--- src/rtl/wb_trace_pkg.sv ---
// Shared constants and entry layout for the write-back trace buffer.
// A FIFO entry packs {dir, data, seq} into one 45-bit word.
package wb_trace_pkg;

  localparam int          DEPTH_DEF    = 8;
  localparam logic [31:0] PC_START_DEF = 32'd12;

  localparam int DIR_W  = 5;
  localparam int DATA_W = 32;
  localparam int SEQ_W  = 8;
  localparam int ENTRY_W = DIR_W + DATA_W + SEQ_W;  // 45

  // Field offsets inside a packed entry (LSB positions).
  localparam int SEQ_LSB  = 0;
  localparam int DATA_LSB = SEQ_LSB + SEQ_W;   // 8
  localparam int DIR_LSB  = DATA_LSB + DATA_W; // 40

  function automatic logic [ENTRY_W-1:0] pack_entry(
    input logic [DIR_W-1:0]  dir,
    input logic [DATA_W-1:0] data,
    input logic [SEQ_W-1:0]  seq
  );
    logic [ENTRY_W-1:0] e;
    e = '0;
    e[DIR_LSB  +: DIR_W]  = dir;
    e[DATA_LSB +: DATA_W] = data;
    e[SEQ_LSB  +: SEQ_W]  = seq;
    return e;
  endfunction

endpackage

--- src/rtl/sync_fifo.sv ---
// Synchronous first-word-fall-through FIFO. o_rdata always shows the oldest
// entry; a push that finds the FIFO full is accepted only when a pop happens
// in the same cycle. Pointers wrap naturally because DEPTH is a power of two.
module sync_fifo #(
  parameter  int WIDTH = 45,
  parameter  int DEPTH = 8,
  localparam int AW    = (DEPTH > 1) ? $clog2(DEPTH) : 1,
  localparam int CW    = $clog2(DEPTH) + 1
) (
  input  logic             i_clk,
  input  logic             i_rst,
  input  logic             i_push,
  input  logic [WIDTH-1:0] i_wdata,
  input  logic             i_pop,
  output logic [WIDTH-1:0] o_rdata,
  output logic             o_full,
  output logic             o_empty,
  output logic [CW-1:0]    o_count
);

  logic [WIDTH-1:0] r_mem [DEPTH];
  logic [AW-1:0]    r_wr_ptr;
  logic [AW-1:0]    r_rd_ptr;
  logic [CW-1:0]    r_count;
  logic             w_push;
  logic             w_pop;

  assign o_empty = (r_count == '0);
  assign o_full  = (r_count == CW'(DEPTH));
  assign w_pop   = i_pop && !o_empty;
  assign w_push  = i_push && (!o_full || w_pop);
  assign o_rdata = r_mem[r_rd_ptr];
  assign o_count = r_count;

  // Storage write; contents need no reset since count gates visibility.
  always_ff @(posedge i_clk) begin
    if (w_push) r_mem[r_wr_ptr] <= i_wdata;
  end

  // Pointer and occupancy bookkeeping.
  always_ff @(posedge i_clk) begin
    if (i_rst) begin
      r_wr_ptr <= '0;
      r_rd_ptr <= '0;
      r_count  <= '0;
    end else begin
      if (w_push) r_wr_ptr <= r_wr_ptr + AW'(1);
      if (w_pop)  r_rd_ptr <= r_rd_ptr + AW'(1);
      case ({w_push, w_pop})
        2'b10:   r_count <= r_count + CW'(1);
        2'b01:   r_count <= r_count - CW'(1);
        default: r_count <= r_count;
      endcase
    end
  end

endmodule

--- src/rtl/wb_trace_buffer.sv ---
// Write-back trace buffer: captures register-file writes above a PC
// threshold, tags them with a sequence number, queues them for a consumer
// and mirrors them into a 32-entry shadow register file.
//
// Trace handshake: trc_valid is high whenever an entry is held; the entry on
// trc_dir/trc_data/trc_seq is stable until the cycle where trc_valid and
// trc_ready are both high at a rising edge, which consumes it; the next entry
// is shown from the following cycle. trc_ready with nothing held is ignored.
module wb_trace_buffer
  import wb_trace_pkg::*;
#(
  parameter int          DEPTH    = DEPTH_DEF,
  parameter logic [31:0] PC_START = PC_START_DEF
) (
  input  logic        reloj,
  input  logic        resetM,
  input  logic [31:0] P_C,
  input  logic        REG_WR,
  input  logic [4:0]  DIR_WRA,
  input  logic [31:0] DI_banco,
  input  logic [31:0] DO_D,
  output logic        trc_valid,
  input  logic        trc_ready,
  output logic [4:0]  trc_dir,
  output logic [31:0] trc_data,
  output logic [7:0]  trc_seq,
  input  logic [4:0]  shadow_addr,
  output logic [31:0] shadow_data,
  output logic [6:0]  count,
  output logic        ovf,
  output logic [7:0]  drop_cnt
);

  localparam int CW = $clog2(DEPTH) + 1;

  logic [7:0]         r_seq;
  logic               r_ovf;
  logic [7:0]         r_drop;
  logic [31:0]        r_shadow [32];
  logic [31:0]        r_shadow_data;

  logic               w_capture;
  logic [31:0]        w_cap_data;
  logic [ENTRY_W-1:0] w_wr_entry;
  logic [ENTRY_W-1:0] w_rd_entry;
  logic               w_full;
  logic               w_empty;
  logic [CW-1:0]      w_count;
  logic               w_drop;
  logic               w_show;

  assign w_capture  = (P_C >= PC_START) && !REG_WR && (DIR_WRA != 5'd0) && !resetM;
  assign w_cap_data = DI_banco | DO_D;
  assign w_wr_entry = pack_entry(DIR_WRA, w_cap_data, r_seq);
  // Full means non-empty, so a ready consumer always frees a slot this cycle.
  assign w_drop     = w_capture && w_full && !trc_ready;

  sync_fifo #(
    .WIDTH (ENTRY_W),
    .DEPTH (DEPTH)
  ) u_fifo (
    .i_clk   (reloj),
    .i_rst   (resetM),
    .i_push  (w_capture),
    .i_wdata (w_wr_entry),
    .i_pop   (trc_ready && !resetM),
    .o_rdata (w_rd_entry),
    .o_full  (w_full),
    .o_empty (w_empty),
    .o_count (w_count)
  );

  // Outputs are forced quiet while reset is held, even before its first edge.
  assign w_show    = !w_empty && !resetM;
  assign trc_valid = w_show;
  assign trc_dir   = w_show ? w_rd_entry[DIR_LSB  +: DIR_W]  : '0;
  assign trc_data  = w_show ? w_rd_entry[DATA_LSB +: DATA_W] : '0;
  assign trc_seq   = w_show ? w_rd_entry[SEQ_LSB  +: SEQ_W]  : '0;
  assign count     = resetM ? 7'd0 : 7'(w_count);

  assign ovf         = r_ovf;
  assign drop_cnt    = r_drop;
  assign shadow_data = r_shadow_data;

  // Sequence numbering and drop statistics.
  always_ff @(posedge reloj) begin
    if (resetM) begin
      r_seq  <= '0;
      r_ovf  <= 1'b0;
      r_drop <= '0;
    end else begin
      if (w_capture) r_seq <= r_seq + 8'd1;
      if (w_drop) begin
        r_ovf <= 1'b1;
        if (r_drop != 8'hFF) r_drop <= r_drop + 8'd1;
      end
    end
  end

  // Shadow register file: every capture lands here, stored or dropped.
  always_ff @(posedge reloj) begin
    if (resetM) begin
      for (int i = 0; i < 32; i++) r_shadow[i] <= '0;
    end else if (w_capture) begin
      r_shadow[DIR_WRA] <= w_cap_data;
    end
  end

  // Registered shadow read with write-first forwarding of a same-cycle capture.
  always_ff @(posedge reloj) begin
    if (resetM) begin
      r_shadow_data <= '0;
    end else if (w_capture && (DIR_WRA == shadow_addr)) begin
      r_shadow_data <= w_cap_data;
    end else begin
      r_shadow_data <= r_shadow[shadow_addr];
    end
  end

endmodule

--- config.mk ---
export PLATFORM = sky130hd
export DESIGN_NAME = wb_trace_buffer
export DESIGN_NICKNAME = d
export VERILOG_FILES = /design/src/rtl/wb_trace_pkg.sv /design/src/rtl/sync_fifo.sv /design/src/rtl/wb_trace_buffer.sv
export SDC_FILE = /design/constraint.sdc
export NUM_CORES = 2
export LEC_CHECK = 0
export BUFFER_PORTS_ARGS = -buffer_cell sky130_fd_sc_hd__buf_2
export CORE_MARGIN = 4
export CORE_UTILIZATION = 30
export DETAILED_ROUTE_END_ITERATION = 12
export PLACE_DENSITY = 0.43
export SETUP_SLACK_MARGIN = 0.2
export SLEW_MARGIN = 20
export SYNTH_ARGS = -nofsm -noshare
export SYNTH_HDL_FRONTEND = slang
export SYNTH_HIERARCHICAL = 1
export SYNTH_SLANG_ARGS = --single-unit
--- constraint.sdc ---
create_clock -name reloj -period 8.2 [get_ports reloj]
set_input_delay 1.23 -clock reloj [delete_from_list [all_inputs] [get_ports reloj]]
set_output_delay 1.23 -clock reloj [all_outputs]
set_load 0.02 [all_outputs]
==> impl_summary.md <==
Placed design
Routability-driven placement finished with a final weighted congestion of 0.731. The number of port buffers is 198. Once detailed placement completed, the half-perimeter wirelength came to 99200 um. The worst-case setup slack after placement is 2.57 ns.

Logic synthesis
The post-synth design cell area is 60900 sq um. The count of warnings emitted by yosys is 6. Synthesis instantiated 67 different standard cells from the library. The prevailing post-synth register cell is edfxtp_1. In this run, synthesis inferred 1384 flip-flops with an integrated enable. The share of synthesized area occupied by flip-flops and latches is 0.703. The synthesized area per cell is 16.3 sq um. Of all flip-flops after synthesis, the portion carrying an async set or reset was 0.

In the synthesized netlist, the number of instances is 3727. The share of synthesized area in the top cell type comes to 0.682. The biggest area contributor in the post-synthesis netlist is edfxtp_1. The count of state elements after synthesis is 1446. Yosys attributes the largest share of cell area to edfxtp_1, mux4_2, nor2_1, mux4_1, dfxtp_1.

STA
The worst relative slew slack is 0.256. The final count of hold timing violations is 0. Setup repair after global routing left no endpoint under its margin.

Of the available clock period, the critical path in the final layout requires 0.620. Timing would allow up to 197 MHz. The post-route minimum period is 5.08 ns. The final max-slew violation count is 0. The aggregate negative setup slack is 0 ns. The clock arrives with 0.0239 ns of skew. The slew at the pin closest to its max-slew limit is 1.11 ns. Setup violations remaining at the end of the flow were counted as 0. Once routing completed, OpenROAD measured the worst setup slack at 3.12 ns. Hold is met by 0.503 ns.

Detailed routing
Dividing the detail-routed wire length by the instance count gives 26.2 um. In this run, the number of DRC markers left after iteration 0 of detailed routing was 3106. The routed layout has 33200 vias. After detailed routing, the total wire length is 176000 um. Once detail routing completed, the nets flagged for antenna violations numbered 0. The first detailed-routing pass ran for 5 iterations. The via density per instance is 4.94. After detailed routing, the number of remaining DRC violations is 0.

Critical path
In this run the worst path has a maximum fanout of 47. Traced cell by cell, the critical path runs through buf_4, mux4_1, mux2_2, and2_1, buf_2. The setup path with the least slack is of type flop to output pin.

For this run, the slowest stage of the critical path takes 0.88 ns. The critical path capture point type is an output pin. On the critical path, the stage with the largest delay is an instance of dfxtp_4. The data required time of the worst path is 6.97 ns. The critical path arrival is 3.85 ns. The type of origin of the critical path is a flop.

Pwr
The share of total power dissipated in combinational logic is 0.083. Summed over all nets, the switching power comes to 4.04 mW. For this design the ratio of total power to cell area is 240 nW/um^2. The share of total power dissipated in sequential elements is 0.506. Of the total power, the share spent switching nets is 0.240. For this design the static power due to leakage is 25.0 nW. The clock power share is 0.410. The internal portion of the total power is 12.8 mW. VDD sags by at most 203 uV.

Global routing
The global-route wire length before repair is 252000 um. The number of global-route vias before repair is 34300. The initial antenna violation count came to 3. Entering global routing, the biggest net connects 83 pins. The global-route usage over all layers is 0.166. The total overflow left after global routing is 0.

Die
In this run the core area contains 165 standard-cell rows. The die is 459 um wide. For this design the top-level I/O count stands at 204. The starting density of the core is 0.301. The area inside the core boundary is 202000 sq um.

The chip height is 459 um. The die area is 210000 sq um.

Finish
The relative area change from synthesis to final layout is 15.2%. Of the cells placed in the final design, the portion with a size suffix greater than 1 is 0.238. The top cell types in the final layout, fill and taps aside, are edfxtp_1, nor2_1, mux4_2, buf_2, clkbuf_16.

For this run, the post-layout net count is 4029. The most common cell after layout, fill and taps aside is edfxtp_1.

Clock tree
No sink is reached through more buffers than the 3 on the longest clock path. Once the clock tree was built, the resizer swapped 0 gates to a different size. TritonCTS built the clock tree.

The clock network latency to the later pin of the worst-skew pair is 0.80 ns. The number of buffers created by CTS is 164. Clock tree synthesis selected as its root buffer the cell clkbuf_16.

In this run the post-CTS setup repair buffer count came out at 0. For this design, the sink count on the clock tree is 1446. The hold buffer count at CTS is 0. The register clock-pin slew on the reported worst setup and hold paths is 0.06 ns. The H-tree level count is 4.

Status
The flow ran to the end, and the final reports show no timing, DRC or antenna violations.

Hold path
The worst hold path class is flop to flop.

Flow run
The number of violations of the max-capacitance limit is 0.
-- power by group through the flow --
| stage | registers (mW) | clock network [mW] | logic (mW) |
|---|---|---|---|
| global placement | 8.68 | 0 | 1.42 |
| CTS | 8.54 | 7.12 | 1.43 |
| detailed placement | 8.69 | 0 | 1.43 |
| finish | 8.53 | 6.92 | 1.41 |
| floorplan | 8.65 | 0 | 0.886 |
| global route | 8.56 | 7.43 | 1.50 |
-- metrics by stage --
step	utilization	power [mW]	instance area, sq um	std cells
final	0.347	16.9	70100	6717
after global routing	0.347	17.5	70100	6716
after CTS	0.347	17.1	70100	6714
after detailed placement	0.322	10.1	65100	6417
after global placement	0.322	10.1	65100	6417
after floorplan	-	9.54	61000	3761
-- final cells by class --
| cell class | count | area [sq um] |
|---|---|---|
| diodes | 2 | 5.00 |
| clock buffers | 216 | 4410 |
| clock inverters | 81 | 586 |
| fillers | 19300 | 132000 |
| inverters | 38 | 145 |
| multi-input cells | 1940 | 16800 |
| flip-flops and latches | 1446 | 42800 |
| well taps | 2672 | 3340 |
| repair buffers | 322 | 2000 |
-- synthesized netlist by cell type, drive strengths merged (3+ instances only) --
| cell type | instances |
|---|---|
| mux2i | 76 |
| nor2b | 7 |
| o32ai | 3 |
| nand3b | 9 |
| clkbuf | 168 |
| mux2 | 45 |
| o22ai | 54 |
| o2111ai | 4 |
| and3 | 6 |
| dfxtp | 62 |
| nor2 | 1054 |
| buf | 169 |
| nand2 | 43 |
| nor4 | 8 |
| inv | 38 |
| nand4 | 11 |
| or3 | 8 |
| nand3 | 15 |
| o21ai | 10 |
| and2 | 50 |
| xnor2 | 8 |
| o211ai | 6 |
| a221oi | 9 |
| ha | 6 |
| nand2b | 8 |
| nand4b | 8 |
| edfxtp | 1384 |
| nor3b | 3 |
| nor3 | 7 |
| or4 | 3 |
| xor2 | 11 |
| mux4 | 371 |
| o31ai | 3 |
| a21oi | 38 |
-- kinds of logic (layout without fill, tap and decap cells) --
group                      count (synthesis)  after routing  share of synthesized area
AOI/OAI and AO/OA                        142            142                     0.0156
other                                      1             37                  0.0000616
DFF                                     1446           1446                      0.703
xor gates and xnor gates                  19             19                    0.00273
adders and majority gates                  7              7                    0.00156
buffers and inverters                    375            657                     0.0298
and+or+nand+nor                         1245           1245                     0.0839
muxes                                    492            492                      0.164
-- registers in the layout, summed over array words and instances, names as in the netlist, named ones only --
register	cells
drop_cnt	8
ovf	1
r_seq	8
r_shadow	1024
shadow_data	32
u_fifo/o_count	4
u_fifo/r_mem	360
u_fifo/r_rd_ptr	3
u_fifo/r_wr_ptr	3
-- critical path, delay by kind of cell, from the launching register on --
family / cells / cell delay (ns)
mux: 2 / 0.93
buf+inv: 2 / 0.96
simple gates: 1 / 0.18
flops: 1 / 0.88
-- routing by layer --
metal  track usage  part of all wire  wire length [um]  vias to the layer above
li1              -                 -                 -                    14500
met2         0.276              0.49             86500                      860
met1         0.224              0.43             76000                    17600
met4        0.0524             0.029              5020                        0
met5             0                 0                 0                        -
met3        0.0241             0.047              8230                      254
-- worst paths after layout --
check / from / to / slack, ns / cells after the start
worst max-delay path: flop / trc_data[27] / 3.12 / 5
worst min-delay path: drop_cnt[5]$_SDFFE_PP0P_ / drop_cnt[5]$_SDFFE_PP0P_ / 0.50 / 2
worst max register to register: u_fifo/o_count[1]$_SDFFE_PP0P_ / u_fifo/r_mem[5][22]$_DFFE_PP_ / 5.35 / 4
worst min register to register: drop_cnt[5]$_SDFFE_PP0P_ / drop_cnt[5]$_SDFFE_PP0P_ / 0.50 / 2
Power figures use the tool's default switching activity.
